File: src/rtl/ram_prog_bh.sv
// ram_prog_bh: loads sixteen host nibbles into an external 16x4 RAM with a
// setup/pulse/hold write cycle per word. It then reads the RAM back and
// compares the XOR checksum of the readback with the checksum of the written data.
module ram_prog_bh (
    input  logic       CLK,
    input  logic       CLR_N,
    input  logic       START,
    input  logic       WR_VALID,
    input  logic [3:0] WR_DATA,
    output logic       WR_READY,
    input  logic [3:0] S,
    output logic       CE_N,
    output logic       WE_N,
    output logic [3:0] A,
    output logic [3:0] D,
    output logic       BUSY,
    output logic       DONE,
    output logic       PASS
);

    typedef enum logic [2:0] {
        IDLE    = 3'd0,
        W_WAIT  = 3'd1,
        W_SETUP = 3'd2,
        W_PULSE = 3'd3,
        W_HOLD  = 3'd4,
        R_READ  = 3'd5,
        FIN     = 3'd6
    } state_e;

    state_e     state_q, state_d;
    logic [3:0] addr_q, addr_d;
    logic [3:0] data_q, data_d;
    logic [3:0] wsum_q, wsum_d;
    logic [3:0] rsum_q, rsum_d;
    logic       pass_q, pass_d;

    // Next-state and datapath update for the load-and-verify sequence
    always_comb begin
        state_d = state_q;
        addr_d  = addr_q;
        data_d  = data_q;
        wsum_d  = wsum_q;
        rsum_d  = rsum_q;
        pass_d  = pass_q;
        case (state_q)
            IDLE: begin
                if (START) begin
                    state_d = W_WAIT;
                    addr_d  = '0;
                    wsum_d  = '0;
                    rsum_d  = '0;
                    pass_d  = 1'b0;
                end
            end
            W_WAIT: begin
                if (WR_VALID) begin
                    data_d  = WR_DATA;
                    wsum_d  = wsum_q ^ WR_DATA;
                    state_d = W_SETUP;
                end
            end
            W_SETUP: state_d = W_PULSE;
            W_PULSE: state_d = W_HOLD;
            W_HOLD: begin
                if (addr_q == 4'hF) begin
                    addr_d  = '0;
                    state_d = R_READ;
                end else begin
                    addr_d  = addr_q + 4'd1;
                    state_d = W_WAIT;
                end
            end
            R_READ: begin
                // RAM data is active-low; undo that before accumulating
                rsum_d = rsum_q ^ ~S;
                if (addr_q == 4'hF) begin
                    state_d = FIN;
                    // Resolve the verdict one edge early so PASS is already
                    // valid in the DONE cycle; FIN recomputes the same value.
                    pass_d  = (rsum_d == wsum_q);
                end else begin
                    addr_d  = addr_q + 4'd1;
                end
            end
            FIN: begin
                pass_d  = (rsum_q == wsum_q);
                state_d = IDLE;
            end
            default: state_d = IDLE;
        endcase
    end

    // State and datapath registers, cleared asynchronously by CLR_N
    always_ff @(posedge CLK or negedge CLR_N) begin
        if (!CLR_N) begin
            state_q <= IDLE;
            addr_q  <= '0;
            data_q  <= '0;
            wsum_q  <= '0;
            rsum_q  <= '0;
            pass_q  <= 1'b0;
        end else begin
            state_q <= state_d;
            addr_q  <= addr_d;
            data_q  <= data_d;
            wsum_q  <= wsum_d;
            rsum_q  <= rsum_d;
            pass_q  <= pass_d;
        end
    end

    // RAM strobes and status flags decoded purely from the state register
    always_comb begin
        CE_N     = 1'b1;
        WE_N     = 1'b1;
        WR_READY = 1'b0;
        DONE     = 1'b0;
        BUSY     = (state_q != IDLE);
        case (state_q)
            W_WAIT:  WR_READY = 1'b1;
            W_PULSE: begin
                CE_N = 1'b0;
                WE_N = 1'b0;
            end
            R_READ:  CE_N = 1'b0;
            FIN:     DONE = 1'b1;
            default: ;
        endcase
    end

    assign A    = addr_q;
    assign D    = data_q;
    assign PASS = pass_q;

endmodule
File: config.mk
export PLATFORM = sky130hd
export DESIGN_NAME = ram_prog_bh
export DESIGN_NICKNAME = d
export VERILOG_FILES = /design/src/rtl/ram_prog_bh.sv
export SDC_FILE = /design/constraint.sdc
export NUM_CORES = 1
export LEC_CHECK = 0
export BUFFER_PORTS_ARGS = -buffer_cell sky130_fd_sc_hd__buf_2
export CAP_MARGIN = 20
export CELL_PAD_IN_SITES_DETAIL_PLACEMENT = 1
export CELL_PAD_IN_SITES_GLOBAL_PLACEMENT = 2
export CORE_MARGIN = 2
export CORE_UTILIZATION = 30
export CTS_BUF_LIST = sky130_fd_sc_hd__clkbuf_4
export CTS_CLUSTER_DIAMETER = 100
export DETAILED_ROUTE_END_ITERATION = 8
export PLACE_DENSITY = 0.8
export RECOVER_POWER = 25
export SLEW_MARGIN = 5
export SYNTH_ARGS = -nofsm -noshare
export SYNTH_HDL_FRONTEND = slang
export SYNTH_SLANG_ARGS = --single-unit
File: constraint.sdc
create_clock -name CLK -period 1.8 [get_ports CLK]
set_input_delay 0.27 -clock CLK [delete_from_list [all_inputs] [get_ports CLK]]
set_output_delay 0.27 -clock CLK [all_outputs]
set_load 0.05 [all_outputs]
==> metrics.md <==
| Metric | Value |
|---|---|
| Most common flop cell mapped by yosys | `dfrtp_1` |
| First-pass GRT wire length | `between 5 and 6 mm` |
| Gr usage total | `~15%` |
| Seq cells post-synth | `20` |
| Initial Util | `between 30% and 40%` |
| Nets@finish | `about 180` |
| Grt total ovfl | `0` |
| Post-DR vias/cell | `5.00` |
| Die area | `roughly 4300 um^2` |
| Slew headroom | `23.2%` |
| IO Port Bufs | `25` |
| Fillers | `approximately 460` |
| CP Class | `reg -> out` |
| Total CTS buffers | `3` |
| DRC errors left | `0` |
| Syn avg cell area | `approximately 9 um^2` |
| Min Tclk post-route | `approximately 1.8 ns` |
| Clock Latency Late Sink | `approximately 0.33 ns` |
| Mapped Area | `around 1100 um^2` |
| Slowest-stage cell, CP | `dfrtp_2` |
| Slowest stage delay, CP | `0.51 ns` |
| Fmax | `around 570 MHz` |
| Slew Limit Fails | `0` |
| HP Class | `in -> reg` |
| Dpl hpwl | `roughly 2.2 mm` |
| Post-synth top area share | `a little over two fifths` |
| Post-synth EDFFs | `0` |
| Inst Count DP | `between 150 and 200` |
| Commonest non-fill, non-tap cell in the layout | `buf_2` |
| Area grow syn2layout | `25.2%` |
| Via count | `about 1100` |
| Switch share | `48.8%` |
| Number of global-route vias before repair | `around 1100` |
| Sequential Power Share | `between 30% and 40%` |
| Most frequent cells in the layout | `buf_2, nor2_1, nand2_1, dfrtp_1` |
| Top cells by area, synth | `dfrtp_1, xor2_1, nand2_1` |
| Final setup vio count | `0` |
| Leakage | `between 0.6 and 0.7 nW` |
| Io pins | `26` |
| Die W | `65.9 um` |
| Placer Congestion | `0.768` |
| Core Area | `approximately 3700 um^2` |
| DR iter-0 viols | `28` |
| Htree depth | `1` |
| Pint | `around 1.3 mW` |
| # diodes | `0` |
| Worst EP arrival | `roughly 1.5 ns` |
| Post-synthesis cell count | `roughly 130` |
| Clock skew | `0.00692 ns` |
| Drt pass-1 iters | `4` |
| Design area | `approximately 1400 um^2` |
| Period utilisation layout | `between 90% and 100%` |
| Clock power share | `between 15 and 20%` |
| Largest fanout on the critical path | `13` |
| Detail Route Antenna Nets | `0` |
| Syn Nets | `144` |
| CP endpoint kind | `primary output` |
| Max IR drop VDD | `about 0.59 mV` |
| Layout cells sized above 1 | `a little under a third` |
| CP Launch Type | `flop` |
| Crit path cell chain | `or3_1 -> buf_2` |
| Cell Pwr Density | `between 1500 and 2000 nW/um^2` |
| Status | `complete, no violations` |
| CTS tree | `built` |
| Post-synth top area cell | `dfrtp_1` |
| Die height | `about 66 um` |
| Yosys cell types | `33` |
| Psw | `1.23 mW` |
| Fin. Hold Viols | `0` |
| Max cap viols | `0` |
| Largest net degree at the start of global routing | `21` |
| FP Rows | `22` |
| Top Family by Delay on Critical Path | `flip-flops` |
| RSZ-0062 raised after global routing | `no` |
| Clock tree buffer depth | `2` |
| Post-Route WL | `approximately 3.1 mm` |
| Comb power frac | `between 50 and 60%` |
| Setup TNS | `0 ns` |
| Synth Warn # | `0` |
| Clk slew on worst S/H paths | `about 0.13 ns` |
| Tightest Pin Transition | `roughly 1.2 ns` |
| CTS sink count | `20` |
| Post-Layout Cell Count | `approximately 210` |
| Critical Path RT | `approximately 1.5 ns` |
| Ys async rst share | `100%` |
| DP Area | `around 1300 um^2` |
| Wire per inst | `around 15 um` |
| Sequential share of the synthesized area | `43.5%` |
| Initial antenna violation count | `0` |
| Buffers & Inverters on Critical Path | `1` |
| Root buffer cell | `clkbuf_4` |
-- power by group through the flow --
stage | logic [mW] | clock network (mW) | registers (mW)
6_report | 1.35 | 0.394 | 0.785
5_1_grt | 1.47 | 0.417 | 0.814
4_1_cts | 1.22 | 0.399 | 0.827
3_5_place_dp | 1.20 | 0 | 0.828
3_3_place_gp | 1.16 | 0 | 0.818
2_1_floorplan | 0.863 | 0 | 0.896
-- flip-flops by register name, indices dropped and copies added, names as in the netlist --
| signal | count |
|---|---|
| D | 4 |
| state_q | 3 |
| PASS | 1 |
| wsum_q | 4 |
| rsum_q | 4 |
| A | 4 |
-- Yosys cell counts, types with 2 or more instances --
cell type	n
a21oi_1	6
inv_1	5
a31oi_1	3
xor2_1	9
nand2_1	20
nor2b_1	2
nand3_1	4
o21ai_0	10
nand4b_1	3
dfrtp_1	20
o31ai_1	2
buf_2	4
nor2_1	20
nand2b_1	2
xnor2_1	3
-- worst paths after layout --
kind | from | to | slack, ns | cells after the start
hold reg to reg | D[2]$_DFFE_PN0P_ | D[2]$_DFFE_PN0P_ | 0.49 | 2
setup / recovery | state_q[1]$_DFFE_PN0P_ | BUSY | 0.04 | 2
max in group asynchronous | CLR_N | A[0]$_DFFE_PN0P_ | 0.36 | 2
setup reg to reg | A[0]$_DFFE_PN0P_ | A[0]$_DFFE_PN0P_ | 0.15 | 5
min in group asynchronous | CLR_N | rsum_q[1]$_DFFE_PN0P_ | 0.68 | 2
hold / removal | WR_DATA[1] | D[1]$_DFFE_PN0P_ | 0.16 | 3
-- per-stage QoR --
stage / worst slack [ns] / hold slack [ns] / power [mW] / utilization, %
final: 0.0369 / 0.158 / 2.53 / 39.3
after global placement: 0.182 / 0.248 / 1.98 / 35.8
after CTS: 0.00270 / 0.162 / 2.45 / 37.7
after detailed placement: 0.172 / 0.258 / 2.03 / 35.8
after floorplan: 0.131 / -0.0256 / 1.76 / -
after global routing: 0.00380 / 0.178 / 2.70 / 39.3
-- routing by layer --
metal,wire (um),share of wire [%],track usage [%]
met4,61,1.9,5.73
met5,0,0,0
met3,96,3.1,1.87
met1,1460,47,20.1
met2,1520,48,25.5
-- worst min-delay path: stages --
cell and delay, ns:
buf_2 0.07, nand2_1 0.06, nand2_1 0.06
-- cell type report --
| type | count | area, um^2 | area share, % |
|---|---|---|---|
| inverters | 5 | 18.8 | 1.30 |
| repair buffers | 35 | 206 | 14.3 |
| multi-input cells | 100 | 596 | 41.4 |
| flip-flops and latches | 20 | 507 | 35.2 |
| clock inverters | 1 | 30.0 | 2.09 |
| well taps | 48 | 60.1 | 4.17 |
| clock buffers | 3 | 22.5 | 1.56 |
-- what timing repair did --
| item | in CTS | in global routing |
|---|---|---|
| gates resized for setup | 4 | 2 |
| buffers inserted | 0 | 8 |
| endpoints found under the hold margin | 20 | 0 |
| pin swaps | 0 | 0 |
| setup endpoints to repair | 4 | 3 |
| hold buffers | 1 | 0 |
-- cells by family after synthesis --
| family | after synthesis | synth area share [%] |
|---|---|---|
| adder cells (fa/ha/maj) | 1 | 1.09 |
| AO/OA/AOI/OAI | 27 | 14.8 |
| buffers and inverters | 11 | 4.68 |
| XOR/XNOR | 13 | 10.6 |
| AND/OR/NAND/NOR | 58 | 24.4 |
| multiplexers | 1 | 0.979 |
| flip-flops | 20 | 43.5 |
Note: power is estimated with default switching activity, not from simulation.
